===== src/rtl/mem_stage_pkg.sv =====
// Shared types and constants for the memory stage.
// Imported by the stage, its handshake and the dmem interface.
package mem_stage_pkg;

  localparam int DATA_W = 32;
  localparam int REG_W  = 5;

  localparam logic [0:0] ST_IDLE   = 1'b0;
  localparam logic [0:0] ST_ACCESS = 1'b1;

  localparam logic [1:0] WORD_ALIGN = 2'b00;

  typedef struct packed {
    logic              mem_read;
    logic              mem_write;
    logic              branch;
    logic              reg_write;
    logic              mem_to_reg;
    logic              zero;
    logic [DATA_W-1:0] target;
    logic [DATA_W-1:0] alu;
    logic [DATA_W-1:0] wdata;
    logic [REG_W-1:0]  wreg;
  } ex_mem_t;

  function automatic logic is_aligned(
    input logic [DATA_W-1:0] a
  );
    return a[1:0] == WORD_ALIGN;
  endfunction

endpackage


===== src/rtl/mem_stage_if.sv =====
// Request/acknowledge bus between the memory stage
// and a variable-latency data memory.
interface mem_stage_if
  import mem_stage_pkg::*;
();

  logic              odmem_req;
  logic              odmem_we;
  logic [DATA_W-1:0] odmem_addr;
  logic [DATA_W-1:0] odmem_wdata;
  logic              idmem_ack;
  logic [DATA_W-1:0] idmem_rdata;

  modport master (
    output odmem_req,
    output odmem_we,
    output odmem_addr,
    output odmem_wdata,
    input  idmem_ack,
    input  idmem_rdata
  );

  modport slave (
    input  odmem_req,
    input  odmem_we,
    input  odmem_addr,
    input  odmem_wdata,
    output idmem_ack,
    output idmem_rdata
  );

endinterface


===== src/rtl/dmem_handshake.sv =====
// IDLE/ACCESS sequencer for the data memory bus with a
// bounded wait; reports done/abort back to the stage.
module dmem_handshake
  import mem_stage_pkg::*;
#(
  parameter int TIMEOUT = 16
) (
  input  logic              clk,
  input  logic              rstn,
  input  logic              start,
  input  logic              we,
  input  logic [DATA_W-1:0] addr,
  input  logic [DATA_W-1:0] wdata,
  output logic              done,
  output logic              abort,
  output logic              stall,
  mem_stage_if.master       dmem
);

  logic [0:0] state;
  logic [7:0] cnt;
  logic       busy;

  assign busy  = state == ST_ACCESS;
  assign done  = busy & dmem.idmem_ack;
  assign stall = busy & ~dmem.idmem_ack;
  assign abort = stall
               & (cnt == 8'(TIMEOUT - 1));

  // Bus fields come straight from EX/MEM, which is
  // frozen by the stall until the ack edge.
  assign dmem.odmem_req   = busy;
  assign dmem.odmem_we    = we;
  assign dmem.odmem_addr  = addr;
  assign dmem.odmem_wdata = wdata;

  always_ff @(posedge clk) begin
    if (rstn) begin
      state <= ST_IDLE;
      cnt   <= '0;
    end else if (start) begin
      state <= ST_ACCESS;
      cnt   <= '0;
    end else if (done | abort) begin
      state <= ST_IDLE;
      cnt   <= '0;
    end else if (busy) begin
      cnt   <= cnt + 8'd1;
    end
  end

endmodule


===== src/rtl/mem_stage.sv =====
// Memory pipeline stage: EX/MEM register, branch resolve,
// data memory access and the MEM/WB register.
module mem_stage
  import mem_stage_pkg::*;
#(
  parameter int TIMEOUT = 16
) (
  input  logic              clk,
  input  logic              rstn,
  input  logic              iValid,
  input  logic              iSig_MemRead,
  input  logic              iSig_MemWrite,
  input  logic              iSig_Branch,
  input  logic              iSig_RegWrite,
  input  logic              iSig_MemtoReg,
  input  logic [DATA_W-1:0] iadder_branch_result,
  input  logic              iALU_zero,
  input  logic [DATA_W-1:0] iALU_result,
  input  logic [DATA_W-1:0] iregfile_read_2,
  input  logic [REG_W-1:0]  ireg_write_reg,
  output logic              oStall,
  output logic              oPCSrc,
  output logic [DATA_W-1:0] obranch_target,
  mem_stage_if.master       dmem,
  output logic              oWB_valid,
  output logic              oWB_RegWrite,
  output logic              oWB_MemtoReg,
  output logic [DATA_W-1:0] oWB_read_data,
  output logic [DATA_W-1:0] oWB_ALU_result,
  output logic [REG_W-1:0]  oWB_write_reg,
  output logic              oMisaligned,
  output logic              oBusErr
);

  ex_mem_t em;
  logic    em_valid;
  logic    accept;
  logic    start;
  logic    done;
  logic    abort;
  logic    em_mem;
  logic    em_mis;
  logic    retire;

  assign accept = iValid & ~oStall;

  // Aligned memory ops enter ACCESS on their capture
  // edge, so the bus is busy the very next cycle.
  assign start = accept
               & (iSig_MemRead | iSig_MemWrite)
               & is_aligned(iALU_result);

  assign em_mem = em.mem_read | em.mem_write;
  assign em_mis = em_valid & em_mem
                & ~is_aligned(em.alu);
  assign retire = (em_valid & ~em_mem)
                | em_mis | done | abort;

  assign oPCSrc = em_valid & em.branch & em.zero;
  assign obranch_target = em.target;

  dmem_handshake #(
    .TIMEOUT(TIMEOUT)
  ) u_hs (
    .clk   (clk),
    .rstn  (rstn),
    .start (start),
    .we    (em.mem_write),
    .addr  (em.alu),
    .wdata (em.wdata),
    .done  (done),
    .abort (abort),
    .stall (oStall),
    .dmem  (dmem)
  );

  always_ff @(posedge clk) begin
    if (rstn) begin
      em       <= '0;
      em_valid <= 1'b0;
    end else if (accept) begin
      em <= '{
        mem_read:   iSig_MemRead,
        mem_write:  iSig_MemWrite,
        branch:     iSig_Branch,
        reg_write:  iSig_RegWrite,
        mem_to_reg: iSig_MemtoReg,
        zero:       iALU_zero,
        target:     iadder_branch_result,
        alu:        iALU_result,
        wdata:      iregfile_read_2,
        wreg:       ireg_write_reg
      };
      em_valid <= 1'b1;
    end else if (~oStall | abort) begin
      em_valid <= 1'b0;
    end
  end

  always_ff @(posedge clk) begin
    if (rstn) begin
      oWB_valid      <= 1'b0;
      oWB_RegWrite   <= 1'b0;
      oWB_MemtoReg   <= 1'b0;
      oWB_read_data  <= '0;
      oWB_ALU_result <= '0;
      oWB_write_reg  <= '0;
      oMisaligned    <= 1'b0;
      oBusErr        <= 1'b0;
    end else begin
      oWB_valid <= retire;
      if (retire) begin
        oWB_RegWrite   <= em.reg_write
                        & ~em.mem_write
                        & ~em_mis & ~abort;
        oWB_MemtoReg   <= em.mem_to_reg;
        oWB_read_data  <= (done & em.mem_read)
                        ? dmem.idmem_rdata : '0;
        oWB_ALU_result <= em.alu;
        oWB_write_reg  <= em.wreg;
      end
      if (em_mis) oMisaligned <= 1'b1;
      if (abort)  oBusErr     <= 1'b1;
    end
  end

endmodule


===== src/flat_wrapper.sv =====
// flat-port wrapper written by rule: the top's interface ports become plain ports
module mem_stage_flat import mem_stage_pkg::*;
#(
  parameter int TIMEOUT = 16
)
  (clk, rstn, iValid, iSig_MemRead, iSig_MemWrite, iSig_Branch, iSig_RegWrite, iSig_MemtoReg, iadder_branch_result, iALU_zero, iALU_result, iregfile_read_2, ireg_write_reg, oStall, oPCSrc, obranch_target, oWB_valid, oWB_RegWrite, oWB_MemtoReg, oWB_read_data, oWB_ALU_result, oWB_write_reg, oMisaligned, oBusErr, dmem_odmem_req, dmem_odmem_we, dmem_odmem_addr, dmem_odmem_wdata, dmem_idmem_ack, dmem_idmem_rdata);
  mem_stage_if dmem_i ();
  input  logic clk;
  input  logic rstn;
  input  logic iValid;
  input  logic iSig_MemRead;
  input  logic iSig_MemWrite;
  input  logic iSig_Branch;
  input  logic iSig_RegWrite;
  input  logic iSig_MemtoReg;
  input  logic [DATA_W-1:0] iadder_branch_result;
  input  logic iALU_zero;
  input  logic [DATA_W-1:0] iALU_result;
  input  logic [DATA_W-1:0] iregfile_read_2;
  input  logic [REG_W-1:0] ireg_write_reg;
  output logic oStall;
  output logic oPCSrc;
  output logic [DATA_W-1:0] obranch_target;
  output logic oWB_valid;
  output logic oWB_RegWrite;
  output logic oWB_MemtoReg;
  output logic [DATA_W-1:0] oWB_read_data;
  output logic [DATA_W-1:0] oWB_ALU_result;
  output logic [REG_W-1:0] oWB_write_reg;
  output logic oMisaligned;
  output logic oBusErr;
  output wire logic [$bits(dmem_i.odmem_req)-1:0] dmem_odmem_req;
  output wire logic [$bits(dmem_i.odmem_we)-1:0] dmem_odmem_we;
  output wire logic [$bits(dmem_i.odmem_addr)-1:0] dmem_odmem_addr;
  output wire logic [$bits(dmem_i.odmem_wdata)-1:0] dmem_odmem_wdata;
  input wire logic [$bits(dmem_i.idmem_ack)-1:0] dmem_idmem_ack;
  input wire logic [$bits(dmem_i.idmem_rdata)-1:0] dmem_idmem_rdata;
  assign dmem_odmem_req = dmem_i.odmem_req;
  assign dmem_odmem_we = dmem_i.odmem_we;
  assign dmem_odmem_addr = dmem_i.odmem_addr;
  assign dmem_odmem_wdata = dmem_i.odmem_wdata;
  assign dmem_i.idmem_ack = dmem_idmem_ack;
  assign dmem_i.idmem_rdata = dmem_idmem_rdata;
  mem_stage #(.TIMEOUT(TIMEOUT)) u_core (.clk(clk), .rstn(rstn), .iValid(iValid), .iSig_MemRead(iSig_MemRead), .iSig_MemWrite(iSig_MemWrite), .iSig_Branch(iSig_Branch), .iSig_RegWrite(iSig_RegWrite), .iSig_MemtoReg(iSig_MemtoReg), .iadder_branch_result(iadder_branch_result), .iALU_zero(iALU_zero), .iALU_result(iALU_result), .iregfile_read_2(iregfile_read_2), .ireg_write_reg(ireg_write_reg), .oStall(oStall), .oPCSrc(oPCSrc), .obranch_target(obranch_target), .dmem(dmem_i), .oWB_valid(oWB_valid), .oWB_RegWrite(oWB_RegWrite), .oWB_MemtoReg(oWB_MemtoReg), .oWB_read_data(oWB_read_data), .oWB_ALU_result(oWB_ALU_result), .oWB_write_reg(oWB_write_reg), .oMisaligned(oMisaligned), .oBusErr(oBusErr));
endmodule

===== config.mk =====
export PLATFORM = sky130hd
export DESIGN_NAME = mem_stage_flat
export DESIGN_NICKNAME = d
export VERILOG_FILES = /design/src/rtl/mem_stage_pkg.sv /design/src/rtl/mem_stage_if.sv /design/src/rtl/dmem_handshake.sv /design/src/rtl/mem_stage.sv /design/src/flat_wrapper.sv
export SDC_FILE = /design/constraint.sdc
export NUM_CORES = 1
export LEC_CHECK = 0
export ABC_AREA = 1
export CORE_AREA = 2 2 137 139
export DETAILED_ROUTE_END_ITERATION = 10
export DIE_AREA = 0 0 139 141
export PLACE_DENSITY = 0.95
export SLEW_MARGIN = 25
export SYNTH_ARGS = -nofsm -noshare
export SYNTH_HDL_FRONTEND = slang
export SYNTH_SLANG_ARGS = --single-unit

===== constraint.sdc =====
create_clock -name clk -period 2.3 [get_ports clk]
set_input_delay 0.46 -clock clk [delete_from_list [all_inputs] [get_ports clk]]
set_output_delay 0.46 -clock clk [all_outputs]
set_load 0.02 [all_outputs]

## After elaboration in Yosys (flattened, before gate mapping)

Index checks and enable logic that the tools add are counted.

- Add/subtract/negate cells: 1
- Multiply operators: 0
- Divide/modulo/power cells: 0
- $lt $le $gt $ge: 0
- Eq/ne operators: 1
- Shift-type cells: 0
- Muxes and demuxes: 5
- Bitwise gates (word level): 29
- Reductions and logical operators: 5

Operators by type and width:

| kind | count |
|---|---|
| $mux W32 | 1 |
| $and A1 B1 Y1 | 15 |
| $add A8 B1 Y8 const B | 1 |
| $eq A8 B4 Y1 const B | 1 |
| $not A1 Y1 | 7 |
| $or A1 B1 Y1 | 7 |
| $logic_not A2 Y1 | 2 |
| $mux W1 | 4 |
| $reduce_bool A2 Y1 | 2 |
| $reduce_or A3 Y1 | 1 |

- Bits in registers: 191
- Latch bits: 0
- RAM bits: 0
- Memory bits (read-only): 0
- Input bits: 143
- Memories kept: 0

## Depth between registers and ports, before layout

Gate-level depths: netlist of the first run.

- Depth in word-level cells: 7
- Gate-level depth with buffers: 10
- Gate-level depth less buffers: 9

## By module

A second synthesis of the first run with hierarchy kept.

- Cells, all modules: 1,099
- Area, all modules: 8,139.1 µm²

By module, submodules not included:

| module | times used | cells each | area each (µm²) | seq. area each (µm²) |
|---|---|---|---|---|
| mem_stage | 1 | 967 | 7,083.0 | 3,643.5 |
| dmem_handshake | 1 | 132 | 1,056.0 | 180.2 |

## Worst setup path before layout of the first run

OpenSTA, ideal clock, no wires.

- Path type: reg-to-reg
- From: register u_core.u_hs.state (netlist: u_core.u_hs.dmem.odmem_req)
- To: register u_core.oWB_read_data[21]
- Library setup time: 0.132 ns
- Data arrival time: 1.405 ns
- Required time: 2.168 ns
- Path slack: 0.763 ns
- Stages on the path, launching flop included: 8
- Clock period less this slack: 1.537 ns
- Cell sequence: dfxtp_1 > buf_4 > inv_2 > nor2_4 > nand4_4 > buf_6 > nand3_1 > a21oi_1

- Cells in the longest elaborated chain, start to end: 3

Ends and longest elaborated chain:

| item | line | source |
|---|---|---|
| start: declaration | dmem_handshake.sv:20 | `logic [0:0] state;` |
| start signal: assignment | dmem_handshake.sv:39 | `state <= ST_IDLE;` |
| start signal: assignment | dmem_handshake.sv:42 | `state <= ST_ACCESS;` |
| start signal: assignment | dmem_handshake.sv:45 | `state <= ST_IDLE;` |
| $and A1 B1 Y1 | dmem_handshake.sv:26 | `assign stall = busy & ~dmem.idmem_ack;` |
| via oStall | flat_wrapper.sv:21 | `output logic oStall;` |
| $and A1 B1 Y1 | dmem_handshake.sv:28 | `& (cnt == 8'(TIMEOUT - 1));` |
| $or A1 B1 Y1 | mem_stage.sv:57 | `\| em_mis \| done \| abort;` |
| end signal: assignment | mem_stage.sv:117 | `oWB_read_data <= (done & em.mem_read)` |
| end: declaration | mem_stage.sv:28 | `output logic [DATA_W-1:0] oWB_read_data,` |

The timed path passes the listed nets, and every way through them passes these cells.
A chain may end at the register's enable or synchronous reset.

## Worst setup path in the final report of the first run

- From: register u_core.u_hs.state (netlist: u_core.u_hs.dmem.odmem_req)
- To: output port oStall

- Cells in the longest elaborated chain, start to end: 1

Ends and longest elaborated chain:

| item | line |
|---|---|
| $and A1 B1 Y1 | dmem_handshake.sv:26 |
| end: declaration | flat_wrapper.sv:21 |

Every way passes these cells.

==> results of run 1 <==
[final cells by class]
type                       instances  share of cell area, %
timing repair buffer             335                  29.02
multi-input combinational        683                  27.68
tap                              234                  2.486
inverter                         108                  3.484
clock buffer                      19                  3.760
sequential                       191                  32.46
clock inverter                    13                  1.105
[worst register-to-register path, delay by kind of cell, from the launching register on]
kind | cells | cell delay, ps
buffers and inverters | 2 | 540
and+or+nand+nor | 4 | 600
DFF | 1 | 560
[worst max-delay path by stage]
stage	start	end	slack, ps	cells past startpoint
2_1_floorplan	u_core.u_hs.dmem.odmem_req$_SDFFE_PP0P_	u_core.oWB_read_data[21]$_SDFFE_PP0P_	760	7
3_5_place_dp	dmem_idmem_ack	u_core.u_hs.cnt[2]$_SDFFE_PP0P_	50	9
6_report	u_core.u_hs.dmem.odmem_req$_SDFFE_PP0P_	oStall	80	3
5_1_grt	u_core.u_hs.dmem.odmem_req$_SDFFE_PP0P_	oStall	10	3
4_1_cts	u_core.u_hs.dmem.odmem_req$_SDFFE_PP0P_	oStall	50	3
3_3_place_gp	dmem_idmem_ack	u_core.u_hs.cnt[5]$_SDFFE_PP0P_	100	9
[through the flow]
| step | utilization [%] | total power, mW | std cells | hold slack [ps] | instance area, um^2 |
|---|---|---|---|---|---|
| after global routing | 64.48 | 8.807 | 1583 | 480.6 | 11780 |
| after global placement | 61.34 | 5.574 | 1551 | 436.2 | 11210 |
| final | 64.48 | 8.436 | 1583 | 454.6 | 11780 |
| after detailed placement | 61.34 | 5.639 | 1551 | 449.3 | 11210 |
| after floorplan | - | 4.890 | 1143 | 430.3 | 8564 |
| after CTS | 64.48 | 8.521 | 1583 | 458.1 | 11780 |
[logic make-up after synthesis]
kind of cell | after synthesis | synth area share [%]
fa+ha+maj | 1 | 0.1461
mux | 1 | 0.1169
simple gates | 548 | 29.66
buf+inv | 269 | 17.34
flops | 191 | 44.65
compound gates | 127 | 7.480
xor+xnor | 6 | 0.6137
[layout by cell type, fill, tap and decap left out, types with 7 or more instances in the layout]
| master | instances |
|---|---|
| o21ai_0 | 108 |
| inv_1 | 103 |
| buf_12 | 9 |
| nand2_1 | 89 |
| clkdlybuf4s50_1 | 316 |
| clkbuf_16 | 17 |
| dfxtp_1 | 191 |
| nand3_1 | 14 |
| nor2_1 | 370 |
| nand3_2 | 63 |
| clkinvlp_4 | 7 |
| buf_4 | 10 |
| a21oi_1 | 17 |
[power by group]
group	switching [mW]	total (mW)	internal (mW)
clock network	1.33	2.88	1.55
logic	0.959	1.85	0.892
registers	0.146	3.71	3.56
total	2.44	8.44	6.00
[routing by layer]
metal	global-route usage, %	share of wire (%)	vias to the layer above
met4	11.54	4.3	2
met1	24.07	39	3426
met3	5.401	5.7	73
met2	39.67	51	259
li1	-	-	3796
met5	0	0.059	-
==> impl_results.md, run 1 <==
- Max-Cap Viols: 0
- Worst path top cell family by delay: buffers and inverters
- GR Util All Layers: 22.04%
- Area leader, netlist: dfxtp_1
- DR iter-0 viols: 322
- Leak: 5.305 nW
- Clock latency at the later pin of the worst-skew pair: 420 ps
- First-pass GRT wire length: 35.42 mm
- Slew @ Worst Pin: 454.3 ps
- Shortest period the worst path allows: 2220 ps
- Vias in the first global route: 7360
- Worst Path Required: 1840 ps
- Final TNS setup: 0 ps
- Die ar.: 0.01960 mm^2
- Min-delay src: u_core.oMisaligned$_SDFFE_PP0P_
- Die width: 139 um
- Nature of the critical path endpoint: output port
- Share of layout cells above drive strength 1: 9.489%
- Power density over cell area: 716.2 mW/mm^2
- Most flop-heavy register: u_core.em
- Initial antenna violation count: 1
- Worst-path clk slew: 70 ps
- FF-to-FF setup slack: 470 ps
- Worst r2r src: u_core.u_hs.dmem.odmem_req$_SDFFE_PP0P_
- Mapped Nets: 1287
- Max rail drop VDD: 0.4771 mV
- Post-synth EDFFs: 0
- Area Overhead vs Synth: 37.53%
- RSZ-0062 raised after global routing: no
- CP Data Arrival Time: 1760 ps
- Yosys warns: 0
- Grt ovf: 0
- Longest Clk Path Bufs: 2
- Asr flop ratio synth: 0%
- #FFs+latches synth: 191
- Hold Path Depth: 2
- Via Count: 7556
- Synth Instances: 1143
- Max Slew Vio Count: 0
- Avg Cell Area, Syn: 7.493 um^2
- Max-slew headroom: 69.72%
- Max stage delay on crit path: 600 ps
- I/O Buffers: 316
- Routed Antenna Nets: 0
- CTS Root Cell: clkbuf_16
- Io pins: 317
- Placement-stage worst setup slack: 48.23 ps
- # rows: 50
- Clock Sinks: 191
- Register Area: 0.003824 mm^2
- Finish-stage setup viols: 0
- Worst Path Buf+Inv: 2
- Worst hold path class: reg -> reg
- Die Ht: 141 um
- Post-CTS Setup Repair Bufs: 0
- Layout Nets: 1480
- Depth of the CTS H-tree: 4
- RePlAce Congestion: 0.8489
- Core Area: 0.01827 mm^2
- TritonCTS buffer count: 17
- Initial cell density of the core: 46.88%
- Worst Hold Path EP: u_core.oMisaligned$_SDFFE_PP0P_
- Largest register FFs: 75
- Top-count cell post-synth: nor2_1
- Synth unique cells: 30
- Multi-input combinational cell area: 0.003261 mm^2
- Worst Path Max Fanout: 8
- Sequential element share of the synthesized area: 44.65%
- Layout fillers: 1486
- DRC: 0
- Vias per cell: 4.773
- Mapped Area: 0.008564 mm^2
- CP startpoint kind: register
- Synth Flop Type: dfxtp_1
- Worst r2r path cells: 6
- Final worst-path cycle share: 96.54%
- Clock Skew: 12.70 ps
- Post-CTS sizing: 0
- DP HPWL: 16.33 mm
- Post-CTS Hold Fix Bufs: 0
- Synth area leaders: dfxtp_1 45%, nor2_1 16%, buf_4 9.3%
- ANT cells: 0
- CTS tree: built
- Pin count of the biggest net entering global routing: 97
- Commonest cells post-synth: 370 x nor2_1, 191 x dfxtp_1, 108 x o21ai_0, 106 x buf_4, 103 x inv_1
- Kind of critical path: reg -> out
- Critical-path top delay cell: clkdlybuf4s50_1
- Final Hold Viols: 0
- Final Worst Setup Slack: 79.68 ps
- Final WL: 22.21 mm
- WL/cell: 14.03 um
- Maximum clock rate: 0.4504 GHz
- Worst reg2reg endpoint: u_core.em[54]$_SDFFE_PP0P_
- DRT Pass-1 Iters: 4
- Crit-path cells: inv_2, nor2_4, clkdlybuf4s50_1
- Outcome: finished, final reports clean
- Synth top area share: 44.65%
Power figures use the tool's default switching activity.
==> run 2, diff against run 1 <==
- ABC_AREA: 1 -> unset
- CORE_AREA: 2 2 137 139 -> 2 2 133 135
- DIE_AREA: 0 0 139 141 -> 0 0 135 137
==> run 2 against run 1 <==
Via count fell by 15%. Sequential share of layout area rose by 2.3 points. Flip-flop and latch count did not move. Synthesized cell count fell by 24%. Critical path depth fell by 1. Area after synthesis fell by 10%. Non-clock buffer count did not move. Largest cell class unchanged. Routed wire length fell by 9.1%. Cell area fell by 6.7%.
==> impl_results.md, run 2 <==
- DR iter-0 viols: 312
- Die ar.: 0.01850 mm^2
- Leading cell type in the layout, fill and taps excluded: clkdlybuf4s50_1
- DP HPWL: 14.74 mm
- Initial antenna violation count: 0
- Post-CTS Hold Fix Bufs: 0
- GR Util All Layers: 20.85%
- Slew @ Worst Pin: 543.2 ps
- Synth Flop Type: dfxtp_1
- CP Data Arrival Time: 1650 ps
- Pin count of the biggest net entering global routing: 78
- Longest Clk Path Bufs: 2
- Most frequent cells in the layout: 314 x clkdlybuf4s50_1, 216 x nand2_1, 191 x dfxtp_1, 112 x a21oi_1, 77 x nand2b_1
- Leak: 4.261 nW
- Max Slew Vio Count: 0
- Io pins: 317
- Layout Nets: 1216
- TritonCTS buffer count: 17
- Routed Antenna Nets: 0
- Final WL: 20.19 mm
- Synth area leaders: dfxtp_1 50%, nand2_1 11%, buf_4 9.8%
- Mapped Nets: 1015
- Worst path top cell family by delay: buffers and inverters
- Sequential element share of the synthesized area: 49.77%
- Post-synth EDFFs: 0
- Top-count cell post-synth: nand2_1
- Final core occ: 64.40%
- DRT Pass-1 Iters: 4
- First-pass GRT wire length: 30.81 mm
- Worst-path clk slew: 70 ps
- Multi-input combinational cell area: 0.002878 mm^2
- Area Overhead vs Synth: 42.98%
- ANT cells: 0
- Worst Path Max Fanout: 5
- Synth Instances: 871
- Final TNS setup: 0 ps
- Largest register FFs: 75
- Avg Cell Area, Syn: 8.820 um^2
- Yosys warns: 0
- Synth unique cells: 33
- Most flop-heavy register: u_core.em
- Worst Path Required: 1840 ps
- Outcome: finished, final reports clean
- Crit-path cells: and3_1, clkdlybuf4s50_1
- Initial cell density of the core: 45.04%
- Asr flop ratio synth: 0%
- Finish-stage setup viols: 0
- Maximum clock rate: 0.4730 GHz
- Kind of critical path: reg -> out
- Nature of the critical path endpoint: output port
- Post-CTS sizing: 0
- CTS tree: built
- Share of layout cells above drive strength 1: 5.622%
- Max stage delay on crit path: 620 ps
- RSZ-0062 raised after global routing: no
- Core Area: 0.01706 mm^2
- Die Ht: 137 um
- Via Count: 6443
- WL/cell: 15.41 um
- Synth top area share: 49.77%
- Area leader, netlist: dfxtp_1
- DRC: 0
- Depth of the CTS H-tree: 4
- Final worst-path cycle share: 91.92%
- RePlAce Congestion: 0.7552
- Clock Skew: 11.59 ps
- Worst Path Buf+Inv: 1
- Critical-path top delay cell: clkdlybuf4s50_1
- Register Area: 0.003824 mm^2
- Mapped Area: 0.007682 mm^2
- Shortest period the worst path allows: 2114 ps
- Final Hold Viols: 0
- Vias per cell: 4.918
- CP startpoint kind: register
- Layout fillers: 1365
- # rows: 48
- Vias in the first global route: 6158
- Power density over cell area: 680.8 mW/mm^2
- Clock latency at the later pin of the worst-skew pair: 420 ps
- Die width: 135 um
- Clock Sinks: 191
- Grt ovf: 0
- #FFs+latches synth: 191
- I/O Buffers: 316
- Max-Cap Viols: 0
- Commonest cells post-synth: 217 x nand2_1, 191 x dfxtp_1, 112 x a21oi_1, 100 x buf_4, 77 x nand2b_1
- Max-slew headroom: 63.48%
- Post-CTS Setup Repair Bufs: 0
- Worst hold path class: reg -> reg
- Max rail drop VDD: 0.5759 mV
- CTS Root Cell: clkbuf_16
-- run 2: cell count changes after synthesis, sizes merged, moves of 3 or more --
| cell | before | now |
|---|---|---|
| nand2 | 92 | 217 |
| buf | 133 | 115 |
| nand2b | 0 | 77 |
| clkbuf | 28 | 38 |
| inv | 107 | 4 |
| a211oi | 0 | 3 |
| o21ai | 108 | 3 |
| mux2i | 1 | 39 |
| nand3 | 77 | 4 |
| nor2 | 374 | 12 |
| a21oi | 17 | 112 |
| a22o | 0 | 32 |
-- run 2: path summary, 6_finish.rpt --
path / from / to / slack (ps) / depth (start not counted)
worst max register to register: u_core.u_hs.cnt[0]$_SDFFE_PP0P_ / u_core.oWB_read_data[1]$_SDFFE_PP0P_ / 410 / 6
worst min register to register: u_core.obranch_target[17]$_SDFFE_PP0P_ / u_core.obranch_target[17]$_SDFFE_PP0P_ / 450 / 2
worst max-delay path: u_core.em_valid$_SDFFE_PP0P_ / oPCSrc / 190 / 2
worst min-delay path: u_core.obranch_target[17]$_SDFFE_PP0P_ / u_core.obranch_target[17]$_SDFFE_PP0P_ / 450 / 2
-- run 2: logic make-up after synthesis --
group	after synthesis	share of synthesized area (%)
compound gates	155	12.22
xor+xnor	7	0.7981
simple gates	321	18.86
mux	39	5.081
flops	191	49.77
buf+inv	157	13.11
fa+ha+maj	1	0.1628
-- run 2: layout make-up --
cell class	instances	share of cell area, %
clock inverters	15	1.458
flip-flops and latches	191	34.81
repair buffers	335	30.96
well taps	225	2.563
multi-input cells	523	26.20
clock buffers	17	3.873
inverters	4	0.1367
-- run 2: per-layer routing --
layer	vias to the layer above	GRT usage (%)	wire length, um
li1	3145	-	-
met1	3041	23.29	7888
met3	34	6.556	1429
met5	-	0	0
met2	223	37.42	10410
met4	0	7.407	463
-- run 2: where the power goes --
| group | internal (mW) | total, mW | switching [mW] |
|---|---|---|---|
| clock | 1.47 | 2.89 | 1.42 |
| sequential | 3.44 | 3.52 | 0.0794 |
| combinational | 0.569 | 1.07 | 0.503 |
-- run 2: worst register-to-register path: stages (launching register included) --
cell	delay, ps
dfxtp_1	330
ha_1	230
and4_1	300
a211oi_2	320
nor2b_2	250
buf_12	200
a22o_1	210
-- run 2: through the flow --
stage	cell area [um^2]	hold slack [ps]	setup slack [ps]	power (mW)	cells
CTS	10980	455.6	169.9	7.554	1310
global placement	10400	438.2	279.7	4.642	1278
detailed placement	10400	445.0	211.6	4.670	1278
global route	10980	465.7	102.8	7.776	1310
floorplan	7682	431.9	601.6	4.194	871
finish	10980	452.6	185.9	7.478	1310
==> run 3, diff against run 2 <==
- HOLD_SLACK_MARGIN: unset -> 0.15
- clock period: 2.3 -> 2.68 ns (I/O delays scaled with it)
==> run 3 against run 2 <==
First-iteration DRC count decreased by 4.5%. Final cell count down 0.38%. Routed wire length rose by 0.56%. Combinational power down 15%. Clock skew fell by 4.2 ps. Clock-buffer cell count did not move. Setup slack better by 11 ps.
==> impl_results.md, run 3 (same netlist as run 2, synthesis figures left out) <==
- Worst hold path class: reg -> reg
- Most frequent cells in the layout: 315 x clkdlybuf4s50_1, 216 x nand2_1, 191 x dfxtp_1, 112 x a21oi_1, 77 x nand2b_1
- Die Ht: 137 um
- First-pass GRT wire length: 31.14 mm
- Final TNS setup: 0 ps
- Layout fillers: 1365
- Min-delay src: u_core.em[104]$_SDFFE_PP0P_
- Final worst-path cycle share: 92.66%
- Power density over cell area: 601.2 mW/mm^2
- Clock latency at the later pin of the worst-skew pair: 420 ps
- Nature of the critical path endpoint: output port
- Kind of critical path: in -> out
- Clock Skew: 7.339 ps
- Die width: 135 um
- Depth of the CTS H-tree: 4
- Max-Cap Viols: 0
- # rows: 48
- Final Hold Viols: 0
- Crit-path cells: clkdlybuf4s50_1, nand2b_1, inv_1, clkdlybuf4s50_1
- DP HPWL: 14.65 mm
- Largest register FFs: 75
- Worst reg2reg endpoint: u_core.oWB_read_data[6]$_SDFFE_PP0P_
- Worst r2r src: u_core.u_hs.cnt[0]$_SDFFE_PP0P_
- Layout Nets: 1211
- Outcome: finished, final reports clean
- Vias in the first global route: 6318
- Pin count of the biggest net entering global routing: 191
- GR Util All Layers: 21.26%
- Register Area: 0.003824 mm^2
- RSZ-0062 raised after global routing: no
- Via Count: 6326
- Initial antenna violation count: 0
- Critical-path top delay cell: clkdlybuf4s50_1
- Design Power: 6.583 mW
- DRC: 0
- FF-to-FF setup slack: 670 ps
- Placement-stage worst setup slack: 207.7 ps
- Max stage delay on crit path: 650 ps
- Leak: 4.231 nW
- Post-CTS sizing: 0
- WL/cell: 15.56 um
- Multi-input combinational cell area: 0.002878 mm^2
- Post-CTS Hold Fix Bufs: 0
- Post-CTS Setup Repair Bufs: 0
- RePlAce Congestion: 0.7510
- Vias per cell: 4.848
- Top cell by count, worst path: clkdlybuf4s50_1
- Slew @ Worst Pin: 709.3 ps
- Final WL: 20.30 mm
- Clock Sinks: 191
- Max rail drop VDD: 0.4481 mV
- Worst-path clk slew: 70 ps
- Worst Hold Path EP: u_core.em[104]$_SDFFE_PP0P_
- Routed Antenna Nets: 0
- Area Overhead vs Synth: 42.53%
- ANT cells: 0
- Crit path from: dmem_idmem_ack
- TritonCTS buffer count: 17
- Grt ovf: 0
- Initial cell density of the core: 45.04%
- Worst Path Max Fanout: 3
- Die ar.: 0.01850 mm^2
- Finish-stage setup viols: 0
- Max-slew headroom: 52.72%
- Core Area: 0.01706 mm^2
- CP Data Arrival Time: 1950 ps
- DRT Pass-1 Iters: 5
- CTS Root Cell: clkbuf_16
- Hold_ws: 455.0 ps
- CTS tree: built
- Share of layout cells above drive strength 1: 5.093%
- Worst r2r path cells: 6
- Most flop-heavy register: u_core.em
- Worst Path Required: 2140 ps
- DR iter-0 viols: 298
- Io pins: 317
- Final Worst Setup Slack: 196.7 ps
- Hold Path Depth: 2
- Longest Clk Path Bufs: 2
- Leading cell type in the layout, fill and taps excluded: clkdlybuf4s50_1
- Shortest period the worst path allows: 2483 ps
- Maximum clock rate: 0.4027 GHz
- CP startpoint kind: input pin
- I/O Buffers: 316
- Max Slew Vio Count: 0
run 3: area by class of cell:
class                           count  area share (%)
Clock buffer                       17           3.885
Clock inverter                     15           1.806
Tap cell                          225           2.571
Sequential cell                   191           34.92
Timing Repair Buffer              330           30.40
Multi-Input combinational cell    523           26.28
Inverter                            4          0.1371
run 3: critical path, delay by kind of cell:
family,cells,cell delay (ps)
AND/OR/NAND/NOR,1,180
buffers and inverters,3,1240
run 3: per-stage QoR:
stage | instances | utilization [%] | cell area (um^2)
after global routing | 1305 | 64.19 | 10950
after detailed placement | 1273 | 60.54 | 10330
after global placement | 1273 | 60.54 | 10330
after floorplan | 871 | - | 7682
after CTS | 1305 | 64.19 | 10950
final | 1305 | 64.19 | 10950
run 3: routing by layer:
layer	vias up	GRT usage (%)	wire, um
li1	3132	-	-
met3	40	7.148	1381
met5	-	0	0
met2	212	37.68	10360
met4	0	8.218	511
met1	2942	23.58	8046
run 3: how the worst max path moves through the flow:
stage                                                end  slack [ps]
detailed placement                                oStall         210
CTS                                               oStall         180
global placement                                  oStall         200
floorplan           u_core.oWB_read_data[0]$_SDFFE_PP0P_         980
global route                                      oStall         120
finish                                            oStall         200
run 3: where the power goes:
part,total [mW],internal (mW),switching [mW],leakage [nW]
combinational,0.907,0.479,0.429,2.38
clock,2.66,1.50,1.15,0.293
sequential,3.02,2.95,0.0675,1.56
total,6.58,4.93,1.65,4.23
